===== config.mk =====
export PLATFORM = sky130hd
export DESIGN_NAME = cache_refill_controller
export DESIGN_NICKNAME = d
export VERILOG_FILES = /design/src/rtl/cache_pkg.sv /design/src/rtl/refill_rr_arbiter.sv /design/src/rtl/cache_refill_controller.sv
export SDC_FILE = /design/constraint.sdc
export NUM_CORES = 1
export LEC_CHECK = 0
export ABC_AREA = 0
export CORE_MARGIN = 8
export CORE_UTILIZATION = 24
export DETAILED_ROUTE_END_ITERATION = 10
export PLACE_DENSITY = 0.5
export SLEW_MARGIN = 20
export SYNTH_ARGS = -nofsm -noshare
export SYNTH_HDL_FRONTEND = slang
export SYNTH_SLANG_ARGS = --single-unit

===== constraint.sdc =====
create_clock -name Clock -period 2.7 [get_ports Clock]
set_clock_uncertainty 0.2 [all_clocks]
set_input_delay 0.54 -clock Clock [delete_from_list [all_inputs] [get_ports Clock]]
set_output_delay 0.54 -clock Clock [all_outputs]
set_load 0.03 [all_outputs]

===== src/rtl/cache_pkg.sv =====
// cache_pkg
// Shared cache-line geometry, owner identifiers and refill FSM states for the
// cache refill path. Imported by the refill controller and its arbiter.
//
// Contents:
//   LINE_WORDS / LINE_BYTES      line geometry (16 words, 64 bytes)
//   OFFSET_W / INDEX_W / TAG_W   address field widths
//   owner_t                      which cache owns a refill
//   refill_state_t               refill controller FSM states
//   grant_to_owner()             one-hot grant vector to owner_t
package cache_pkg;

  localparam int LINE_WORDS = 16;
  localparam int LINE_BYTES = 64;
  localparam int OFFSET_W   = 6;
  localparam int INDEX_W    = 7;
  localparam int TAG_W      = 19;

  typedef enum logic {
    OWNER_I = 1'b0,
    OWNER_D = 1'b1
  } owner_t;

  typedef enum logic [1:0] {
    ST_IDLE,
    ST_ISSUE,
    ST_WAIT,
    ST_DONE
  } refill_state_t;

  // Grant bit 0 is the icache, bit 1 the dcache.
  function automatic owner_t grant_to_owner(input logic [1:0] grant);
    return grant[1] ? OWNER_D : OWNER_I;
  endfunction

endpackage


===== src/rtl/refill_rr_arbiter.sv =====
// refill_rr_arbiter
// Two-way round-robin arbiter between the icache and dcache. On a tie the
// requester that was not granted last wins; a sole requester always wins.
//
// Ports:
//   enable      in   arbitration allowed this cycle (grant is zero otherwise)
//   req_i       in   icache request
//   req_d       in   dcache request
//   last_grant  in   owner granted most recently
//   grant       out  one-hot grant, bit 0 = icache, bit 1 = dcache
module refill_rr_arbiter
  import cache_pkg::*;
(
  input  logic       enable,
  input  logic       req_i,
  input  logic       req_d,
  input  owner_t     last_grant,
  output logic [1:0] grant
);

  always_comb begin
    grant = 2'b00;
    if (enable) begin
      if (req_i && req_d) begin
        grant = (last_grant == OWNER_I) ? 2'b10 : 2'b01;
      end else if (req_i) begin
        grant = 2'b01;
      end else if (req_d) begin
        grant = 2'b10;
      end
    end
  end

endmodule


===== src/rtl/cache_refill_controller.sv =====
// cache_refill_controller
// Sequences 64-byte line refills for the icache and dcache over one shared
// 32-bit memory read port: round-robin arbitration, 16 single-word reads,
// each returned word forwarded with its index, and a done pulse per line.
//
// Ports:
//   Clock, Reset                 rising-edge clock, synchronous active-high reset
//   IReq, IAddr, IDone           icache miss request / address / done pulse
//   DReq, DAddr, DDone           dcache miss request / address / done pulse
//   FillValid, FillOwner,
//   FillIndex, FillData          registered returned word (owner 0 = I, 1 = D)
//   MemReq, MemAddr, MemReady    memory read request channel
//   MemValid, MemData            memory read response channel
module cache_refill_controller
  import cache_pkg::*;
#(
  parameter int LINE_WORDS = 16,
  parameter int ADDR_W     = 32
) (
  input  logic              Clock,
  input  logic              Reset,
  input  logic              IReq,
  input  logic [ADDR_W-1:0] IAddr,
  output logic              IDone,
  input  logic              DReq,
  input  logic [ADDR_W-1:0] DAddr,
  output logic              DDone,
  output logic              FillValid,
  output logic              FillOwner,
  output logic [3:0]        FillIndex,
  output logic [31:0]       FillData,
  output logic              MemReq,
  output logic [ADDR_W-1:0] MemAddr,
  input  logic              MemReady,
  input  logic              MemValid,
  input  logic [31:0]       MemData
);

  localparam int LINE_W = ADDR_W - OFFSET_W;
  localparam logic [3:0] LAST_WORD = 4'(LINE_WORDS - 1);
  localparam logic [ADDR_W-1:0] OFFSET_MASK = ADDR_W'(LINE_BYTES - 1);

  refill_state_t state, next_state;
  owner_t        owner, last_grant;

  logic [LINE_W-1:0] line_addr;
  logic [3:0]        count;
  logic [3:0]        count_next;
  logic [1:0]        grant;
  logic              grant_any;
  logic [ADDR_W-1:0] sel_addr;
  logic              req_i_eff, req_d_eff;
  logic              load_line, word_done, finish, last_word;

  // A requester still sees its Done in the cycle IDLE is re-entered and only
  // drops Req on that edge, so mask it to avoid re-granting a finished line.
  assign req_i_eff  = IReq & ~IDone;
  assign req_d_eff  = DReq & ~DDone;
  assign grant_any  = |grant;
  assign sel_addr   = grant[1] ? DAddr : IAddr;
  assign last_word  = (count == LAST_WORD);
  assign count_next = count + 4'd1;

  refill_rr_arbiter u_arbiter (
    .enable     (state == ST_IDLE),
    .req_i      (req_i_eff),
    .req_d      (req_d_eff),
    .last_grant (last_grant),
    .grant      (grant)
  );

  always_ff @(posedge Clock) begin
    if (Reset) begin
      state <= ST_IDLE;
    end else begin
      state <= next_state;
    end
  end

  always_comb begin
    next_state = state;
    case (state)
      ST_IDLE:  if (grant_any) next_state = ST_ISSUE;
      ST_ISSUE: if (MemReady)  next_state = ST_WAIT;
      ST_WAIT:  if (MemValid)  next_state = last_word ? ST_DONE : ST_ISSUE;
      ST_DONE:  next_state = ST_IDLE;
      default:  next_state = ST_IDLE;
    endcase
  end

  always_comb begin
    MemReq    = 1'b0;
    load_line = 1'b0;
    word_done = 1'b0;
    finish    = 1'b0;
    case (state)
      ST_IDLE:  load_line = grant_any;
      ST_ISSUE: MemReq    = 1'b1;
      ST_WAIT:  word_done = MemValid;
      ST_DONE:  finish    = 1'b1;
      default:  ;
    endcase
  end

  // MemAddr is loaded ahead of each ISSUE so it is valid the same cycle
  // MemReq rises.
  always_ff @(posedge Clock) begin
    if (Reset) begin
      owner      <= OWNER_I;
      last_grant <= OWNER_D;
      line_addr  <= '0;
      count      <= '0;
      MemAddr    <= '0;
      FillValid  <= 1'b0;
      FillOwner  <= 1'b0;
      FillIndex  <= '0;
      FillData   <= '0;
      IDone      <= 1'b0;
      DDone      <= 1'b0;
    end else begin
      FillValid <= 1'b0;
      IDone     <= 1'b0;
      DDone     <= 1'b0;

      if (load_line) begin
        owner     <= grant_to_owner(grant);
        line_addr <= sel_addr[ADDR_W-1:OFFSET_W];
        count     <= '0;
        MemAddr   <= sel_addr & ~OFFSET_MASK;
      end

      if (word_done) begin
        FillValid <= 1'b1;
        FillData  <= MemData;
        FillIndex <= count;
        FillOwner <= owner;
        if (!last_word) begin
          count   <= count_next;
          MemAddr <= {line_addr, count_next, 2'b00};
        end
      end

      if (finish) begin
        IDone      <= (owner == OWNER_I);
        DDone      <= (owner == OWNER_D);
        last_grant <= owner;
      end
    end
  end

endmodule

==> results of run 1 <==
==> critical path, cell delays in order, from the launching register on <==
cell             delay (ns)
dfxtp_1                0.54
nor2b_1                0.19
clkdlybuf4s50_1        0.68
==> routing by layer <==
metal	vias up	global-route usage
li1	2020	-
met1	1891	0.1500
met2	146	0.1879
met3	17	0.04959
met4	2	0.04048
met5	-	0
==> sequential cells by signal, summed over array words and instances, names as in the netlist <==
| signal | cells |
|---|---|
| FillIndex | 4 |
| owner | 1 |
| last_grant | 1 |
| IDone | 1 |
| count | 4 |
| DDone | 1 |
| FillValid | 1 |
| line_addr | 26 |
| MemAddr | 32 |
| FillData | 32 |
| state | 2 |
| FillOwner | 1 |
==> Yosys cell counts, types with 6 or more instances <==
library cell,instances
nor2_1,59
a211oi_1,7
and3_1,27
a21oi_1,48
dfxtp_1,106
nor4_1,6
clkbuf_1,28
nor3_1,53
nand2_1,80
a211oi_2,19
nand3_1,8
nor4_2,20
==> logic make-up after synthesis <==
family,share of synthesized area
and+or+nand+nor,0.3232
adders and majority gates,0.002891
xor gates and xnor gates,0.004048
DFF,0.4903
AOI/OAI and AO/OA,0.1321
buffers and inverters,0.04741
==> layout by cell type, fill, tap and decap left out, drive strengths merged, types with 2 or more instances in the layout <==
cell type	instances
nand2	81
inv	2
and3	27
nor2	59
nand3b	2
nor2b	3
a21oi	48
nor3	53
nor4b	3
dfxtp	106
buf	17
xnor2	2
nor4	26
clkbuf	12
clkdlybuf4s50	161
nand3	8
a31oi	2
a211oi	26
==> power groups by stage <==
stage	Sequential (mW)	Combinational [mW]	Clock (mW)
detailed placement	1.78	0.841	0
global placement	1.78	0.829	0
CTS	1.74	0.845	1.35
global route	1.76	0.898	1.41
floorplan	1.88	0.363	0
finish	1.74	0.830	1.29
==> final cells by class <==
| class | instances | area share |
|---|---|---|
| clock buffers | 12 | 0.03938 |
| repair buffers | 178 | 0.2766 |
| multi-input cells | 349 | 0.3091 |
| well taps | 229 | 0.04399 |
| flip-flops and latches | 106 | 0.3258 |
| clock inverters | 4 | 0.005186 |
==> through the flow <==
step / worst slack, ns / hold slack [ns] / instances / power (mW)
final: 0.2058 / 0.2555 / 878 / 3.858
after detailed placement: 0.09315 / 0.2483 / 862 / 2.619
after global placement: 0.1575 / 0.2420 / 862 / 2.604
after CTS: 0.1690 / 0.2587 / 878 / 3.938
after global routing: 0.1154 / 0.2701 / 878 / 4.065
after floorplan: 0.7729 / 0.2358 / 498 / 2.242
==> path summary, 6_finish.rpt <==
check,slack [ns],cells past startpoint,from,endpoint
max,0.21,2,state[0]$_SDFFE_PP0P_,MemReq
min,0.26,2,FillData[20]$_SDFFE_PP0P_,FillData[20]$_SDFFE_PP0P_
max reg2reg,0.64,5,state[1]$_SDFFE_PP0P_,MemAddr[21]$_SDFF_PP0_
min reg2reg,0.26,2,FillData[20]$_SDFFE_PP0P_,FillData[20]$_SDFFE_PP0P_
==> impl_metrics.toml, run 1 <==
[sta]
worst_slew_pin_slew_ns = 0.5986
slew_headroom = 0.6009
fmax_mhz = 400.9
finalSetupViolations = 0
timing.final.crit_period_ns = 2.494
fin_crit_sh = 0.9238
fin_setup_tns_ns = 0
hold_violations = 0
drv_slew = 0
rsz0062_at_grt = "false"

[cells_and_area]
final_cell_area_um2 = 6514
diodes = 0
fill_cells = 1780
drive_gt1_frac = 0.1156
nNetsFinal = 747
finish.utilization = 0.3651
ff_latch_area_um2 = 2122
syn_to_final_growth_pct = 50.51
multi_input_area_um2 = 2013

[synth]
ys_ff_latch = 106
synth_fp_nets = 601
synthDistinctLibCells = 31
synth_edf_count = 0
syn_inst = 498
netlist_area_um2 = 4328
synthArstFlopShare = 0
synth_ff_type = "dfxtp_1"
yosysWarnings = 0
netlist.area_leader.share = 0.4903
syn_avg_cell_area_um2 = 8.691
yosysSeqAreaShare = 0.4903
post-synth-top-area-cell = "dfxtp_1"
synthTopCellsByArea = "dfxtp_1 49%, nand2_1 6.9%, nor3_1 6.1%"

[setup_path]
required_ns = 1.96
path_max_fanout = 11
path_class = "flop to output port"
cp-start-kind = "flop"
cp.arrival_ns = 1.75
end_kind = "output port"

[global_route]
grt_max_degree = 55
grt_pass1_vias = 4121
track_usage = 0.1215
grt_pass1_wl_um = 21850
grt-ovfl-total = 0
antenna_found_initial = 1

[floorplanning]
die_h_um = 150.3
core_area_um2 = 17840
dieWidth_um = 150.3
die_area_um2 = 22590
placementRows = 49
io_pins = 175
initial_core_util = 0.2426

[cts]
clk_pin_slew_ns = 0.07
clk_path_buf_depth = 2
ctsHoldBuffers = 0
cts_tree = "built"
clk_latency_ns = 0.35
clkSinkCount = 106
cts_root_buffer = "clkbuf_16"
cts-resized-gates = 0
cts.htree.levels = 3
cts_buffers = 9
cts_setup_buffers = 0

[outcome]
status = "completed"

[detailed_routing]
dr_wl_met2_um = 6017
post_drt_wl_per_cell_um = 15.72
met3_length_um = 1437
top_layer = "met5"
drcViolationCount = 0
num_vias = 4076
via_per_inst = 4.642
dr.pass1.iters = 5
wl_met1_um = 6152
drtIter0Drc = 193
ant_nets = 0
wl_um = 13800

[power_and_ir_drop]
power.leakage_nw = 2.347
switching_share = 0.2876
pwr-share-seq = 0.452
power.density_nw_per_um2 = 592.2
power_frac_clock = 0.333
switching_power_mw = 1.109
p_comb_frac = 0.215
p_int_mw = 2.748
peakVddDrop_mv = 0.2778

[placement]
place_hpwl_um = 10020
post_dp_cell_area_um2 = 6223
finalWeightedCongestion = 0.7765
port_buffers = 162

[worst_hold_path]
hold_class = "flop to flop"

[flow_run]
max_cap_viol_count = 0
No activity file was read; power rests on OpenSTA's default activity.
==> run 2: changes to the inputs <==
--- a/config.mk
+++ b/config.mk
@@ -10,6 +10,7 @@
 export CORE_UTILIZATION = 24
 export DETAILED_ROUTE_END_ITERATION = 10
 export PLACE_DENSITY = 0.5
+export REMOVE_ABC_BUFFERS = 1
 export SLEW_MARGIN = 20
 export SYNTH_ARGS = -nofsm -noshare
 export SYNTH_HDL_FRONTEND = slang
==> run 2 against run 1 <==
  * Die area unchanged
  * Largest power group unchanged
  * Combinational power rose by 2.5%
  * Critical path depth unchanged
  * Total power is 4.3% higher
  * Design area is 1.7% higher
  * Routed wire length fell by 1.0%
==> impl_metrics.toml, run 2 (synthesis gave the netlist of run 1 again) <==
[outcome]
status = "completed"

[power_and_ir_drop]
power.leakage_nw = 2.397
total_power_mw = 4.024
peakVddDrop_mv = 0.2942
power.density_nw_per_um2 = 607.7
p_int_mw = 2.918
switching_power_mw = 1.106
p_comb_frac = 0.212
pwr-share-seq = 0.433
switching_share = 0.2749
power_frac_clock = 0.356

[cts]
clk_latency_ns = 0.34
clkSinkCount = 106
clk_path_buf_depth = 2
ctsHoldBuffers = 0
cts_setup_buffers = 0
cts-resized-gates = 0
clk_pin_slew_ns = 0.07
cts_tree = "built"
cts_buffers = 9
cts_root_buffer = "clkbuf_16"
cts.htree.levels = 3

[sta]
rsz0062_at_grt = "false"
timing.final.crit_period_ns = 2.492
slew_headroom = 0.5354
hold_violations = 0
drv_slew = 0
worst_slew_pin_slew_ns = 0.6943
finalSetupViolations = 0
fin_crit_sh = 0.9231
fmax_mhz = 401.2
fin_ws_ns = 0.2077

[cells_and_area]
diodes = 0
instances_no_fill = 884
ff_latch_area_um2 = 2122
drive_gt1_frac = 0.1252
nNetsFinal = 753
final_cell_mix = "161 x clkdlybuf4s50_1, 106 x dfxtp_1, 80 x nand2_1"
largest_registers = "FillData (32), MemAddr (32), line_addr (26)"
multi_input_area_um2 = 2013
layout_commonest_cell = "clkdlybuf4s50_1"
fill_cells = 1756
syn_to_final_growth_pct = 52.99

[worst_hold_path]
whs_path_depth = 2
hold_class = "flop to flop"
hold_path_end = "FillData[20]$_SDFFE_PP0P_"
hold_start = "FillData[20]$_SDFFE_PP0P_"

[detailed_routing]
num_vias = 4081
post_drt_wl_per_cell_um = 15.46
via_per_inst = 4.617
ant_nets = 0
drtIter0Drc = 100
dr.pass1.iters = 4
wl_um = 13660
drcViolationCount = 0

[floorplanning]
placementRows = 49
dieWidth_um = 150.3
core_area_um2 = 17840
io_pins = 175
die_h_um = 150.3
initial_core_util = 0.2426
die_area_um2 = 22590

[setup_path]
r2r_start = "state[1]$_SDFFE_PP0P_"
r2r_cells = 5
path_cells = "nor2b_1 -> clkdlybuf4s50_1"
reg2reg_to = "MemAddr[28]$_SDFF_PP0_"
cp-start-kind = "flop"
cp.arrival_ns = 1.75
path_class = "flop to output port"
path_max_fanout = 11
end_kind = "output port"
slowest_stage = "clkdlybuf4s50_1"
max_stage_delay_ns = 0.68
required_ns = 1.96
r2r_slack_ns = 0.55

[global_route]
track_usage = 0.1195
grt-ovfl-total = 0
antenna_found_initial = 0
grt_pass1_wl_um = 21520
grt_max_degree = 55
grt_pass1_vias = 4105

[placement]
dp_cells = 868
port_buffers = 162
place_hpwl_um = 9874
pre_cts_ws_ns = -0.004018
finalWeightedCongestion = 0.7521

[flow_run]
max_cap_viol_count = 0
-- run 2: cell types whose count changed in the layout (fill, tap and decap cells not counted) --
cell,previous run,this run
clkinv_4,1,0
clkinv_2,0,1
clkinvlp_4,1,2
bufinv_16,0,2
inv_6,2,1
clkbuf_8,2,1
clkbuf_1,1,0
buf_12,5,7
buf_4,12,16
-- run 2: how the worst max path moves through the flow --
stage | startpoint | end | slack (ns)
after floorplan | IReq | MemAddr[7]$_SDFF_PP0_ | -0.49
after global placement | DReq | MemAddr[6]$_SDFF_PP0_ | 0.009
after detailed placement | IReq | MemAddr[6]$_SDFF_PP0_ | -0.004
after CTS | state[0]$_SDFFE_PP0P_ | MemReq | 0.17
after global routing | state[0]$_SDFFE_PP0P_ | MemReq | 0.10
final | state[0]$_SDFFE_PP0P_ | MemReq | 0.21
-- run 2: final cells by class --
type                            count  share of cell area
Clock buffer                       10             0.03609
Clock inverter                      6             0.01342
Multi-Input combinational cell    349              0.3040
Sequential cell                   106              0.3205
Tap cell                          229             0.04327
Timing Repair Buffer              184              0.2827
-- run 2: power by group through the flow --
stage	Clock [mW]	Combinational (mW)	Sequential, mW
detailed placement	0	0.863	1.78
global route	1.55	0.924	1.76
CTS	1.49	0.867	1.74
floorplan	0	0.313	1.88
global placement	0	0.849	1.77
finish	1.43	0.851	1.74
-- run 2: routing by layer --
| layer | track usage | vias to the layer above | wire length [µm] |
|---|---|---|---|
| met4 | 0.04198 | 0 | 156 |
| met1 | 0.1530 | 1879 | 6468 |
| met2 | 0.1803 | 159 | 5691 |
| met3 | 0.04448 | 12 | 1347 |
| li1 | - | 2031 | - |
| met5 | 0 | - | 0 |
-- run 2: per-stage QoR --
stage | util | hold slack, ns | cell area, µm² | setup TNS (ns)
2_1_floorplan | - | 0.2358 | 4123 | -21.09
3_3_place_gp | 0.3528 | 0.2415 | 6294 | 0
3_5_place_dp | 0.3528 | 0.2473 | 6294 | -0.004018
4_1_cts | 0.3711 | 0.2576 | 6621 | 0
5_1_grt | 0.3711 | 0.2754 | 6621 | 0
6_report | 0.3711 | 0.2549 | 6621 | 0
-- run 2: worst max-delay path: cells and delay by family (launching register included) --
kind / cells / cell delay, ns
DFF: 1 / 0.54
buffers and inverters: 1 / 0.68
and+or+nand+nor: 1 / 0.19
==> run 3: changes to the inputs <==
--- a/config.mk
+++ b/config.mk
@@ -9,7 +9,7 @@
 export CORE_MARGIN = 8
 export CORE_UTILIZATION = 24
 export DETAILED_ROUTE_END_ITERATION = 10
-export PLACE_DENSITY = 0.5
+export PLACE_DENSITY = 0.51
 export REMOVE_ABC_BUFFERS = 1
 export SLEW_MARGIN = 20
 export SYNTH_ARGS = -nofsm -noshare
==> constraint.sdc (replaced) <==
create_clock -name Clock -period 2.21 [get_ports Clock]
set_clock_uncertainty 0.2 [all_clocks]
set_input_delay 0.442 -clock Clock [delete_from_list [all_inputs] [get_ports Clock]]
set_output_delay 0.442 -clock Clock [all_outputs]
set_load 0.03 [all_outputs]
==> run 3 against run 2 <==
  * First-iteration DRC count increased by 61%
  * Sequential cell count is the same
  * Design area increased by 0.68%
  * Total power grew 19%
  * Via count is 0.59% lower
  * Non-clock buffer count decreased by 1
  * Register-to-register slack got worse by 0.24 ns
  * Clock power rose by 13%
  * Final cell count is 0.11% lower
  * Sequential share of layout area fell by 0.22 points
  * Setup slack got worse by 0.11 ns
  * Die area unchanged
==> impl_metrics.toml, run 3 (synthesis gave the netlist of run 1 again) <==
[sta]
fmax_mhz = 472.5
finalSetupViolations = 0
fin_setup_tns_ns = 0
fin_crit_sh = 0.9576
drv_slew = 0
slew_headroom = 0.7391
hold_violations = 0
rsz0062_at_grt = "false"
timing.final.crit_period_ns = 2.116
hold_ws_ns = 0.2538
fin_ws_ns = 0.09366
worst_slew_pin_slew_ns = 0.3901

[placement]
place_hpwl_um = 10200
dp_cells = 867
finalWeightedCongestion = 0.7277
pre_cts_ws_ns = -0.1166
post_dp_cell_area_um2 = 6374
port_buffers = 162

[cts]
cts_tree = "built"
clk_pin_slew_ns = 0.07
cts_root_buffer = "clkbuf_16"
clk_latency_ns = 0.34
cts.htree.levels = 3
cts_setup_buffers = 0
clkSinkCount = 106
clk_path_buf_depth = 2
cts_buffers = 9

[detailed_routing]
via_per_inst = 4.595
dr.pass1.iters = 4
drtIter0Drc = 161
num_vias = 4057
wl_um = 13520
drcViolationCount = 0
ant_nets = 0
post_drt_wl_per_cell_um = 15.31

[floorplanning]
io_pins = 175
die_area_um2 = 22590
initial_core_util = 0.2426
dieWidth_um = 150.3
die_h_um = 150.3
placementRows = 49
core_area_um2 = 17840

[worst_hold_path]
hold_class = "flop to flop"
whs_path_depth = 2

[cells_and_area]
layout_commonest_cell = "clkdlybuf4s50_1"
final_cell_area_um2 = 6666
instances_no_fill = 883
diodes = 0
finish.utilization = 0.3737
nNetsFinal = 752
largest_registers = "FillData (32), MemAddr (32), line_addr (26)"
syn_to_final_growth_pct = 54.03
final_cell_mix = "160 x clkdlybuf4s50_1, 106 x dfxtp_1, 80 x nand2_1"
drive_gt1_frac = 0.1208

[setup_path]
required_ns = 1.57
path_depth = 1
path_cells = "clkdlybuf4s50_1"
path_buf_inv = 1
end_kind = "output port"
path_class = "flop to output port"
r2r_cells = 6
cp_top_family = "buffers and inverters"
slowest_stage = "clkdlybuf4s50_1"
path_max_fanout = 3
cp.arrival_ns = 1.47
cp-start-kind = "flop"
max_stage_delay_ns = 0.71

[power_and_ir_drop]
power.leakage_nw = 2.421
total_power_mw = 4.800
peakVddDrop_mv = 0.3298
power.density_nw_per_um2 = 720.0

[flow_run]
max_cap_viol_count = 0

[global_route]
track_usage = 0.1173
antenna_found_initial = 1
grt_max_degree = 44
grt-ovfl-total = 0
grt_pass1_vias = 4149
grt_pass1_wl_um = 21200

[outcome]
status = "completed"
-- run 3: cell count changes in the layout (fill, tap and decap cells not counted) --
cell / previous run / this run
clkbuf_1: 0 / 2
inv_6: 1 / 3
dlygate4sd2_1: 0 / 1
bufinv_16: 2 / 1
buf_4: 16 / 8
buf_12: 7 / 14
clkinvlp_4: 2 / 0
clkdlybuf4s50_1: 161 / 160
clkbuf_8: 1 / 0
-- run 3: cell type report --
| class | instances | area [µm²] |
|---|---|---|
| clock buffer | 11 | 232.7 |
| fill | 1788 | 11170 |
| clock inverter | 5 | 61.31 |
| timing repair buffer | 183 | 1951 |
| multi-input combinational | 349 | 2013 |
| tap | 229 | 286.5 |
| sequential | 106 | 2122 |
-- run 3: repair_timing --
action / in CTS / in global routing
endpoints found under the setup margin: 1 / 0
hold buffers: 0 / 0
resized for setup: 1 / 0
-- run 3: worst paths after layout --
path | from | to | slack [ns]
max reg2reg | state[1]$_SDFFE_PP0P_ | line_addr[1]$_SDFFE_PP0P_ | 0.31
min | FillData[0]$_SDFFE_PP0P_ | FillData[0]$_SDFFE_PP0P_ | 0.25
max | DDone$_SDFF_PP0_ | DDone | 0.09
min reg2reg | FillData[0]$_SDFFE_PP0P_ | FillData[0]$_SDFFE_PP0P_ | 0.25
-- run 3: per-layer routing --
| layer | track usage | share of wire | vias to the layer above |
|---|---|---|---|
| met2 | 0.1939 | 0.45 | 135 |
| met1 | 0.1420 | 0.45 | 1866 |
| met3 | 0.03336 | 0.085 | 15 |
| li1 | - | - | 2039 |
| met4 | 0.04398 | 0.016 | 2 |
| met5 | 0 | 0.00096 | - |
-- run 3: report_power, final --
group / internal [mW] / switching [mW]
sequential: 2.05 / 0.0771
combinational: 0.514 / 0.555
clock: 0.891 / 0.716
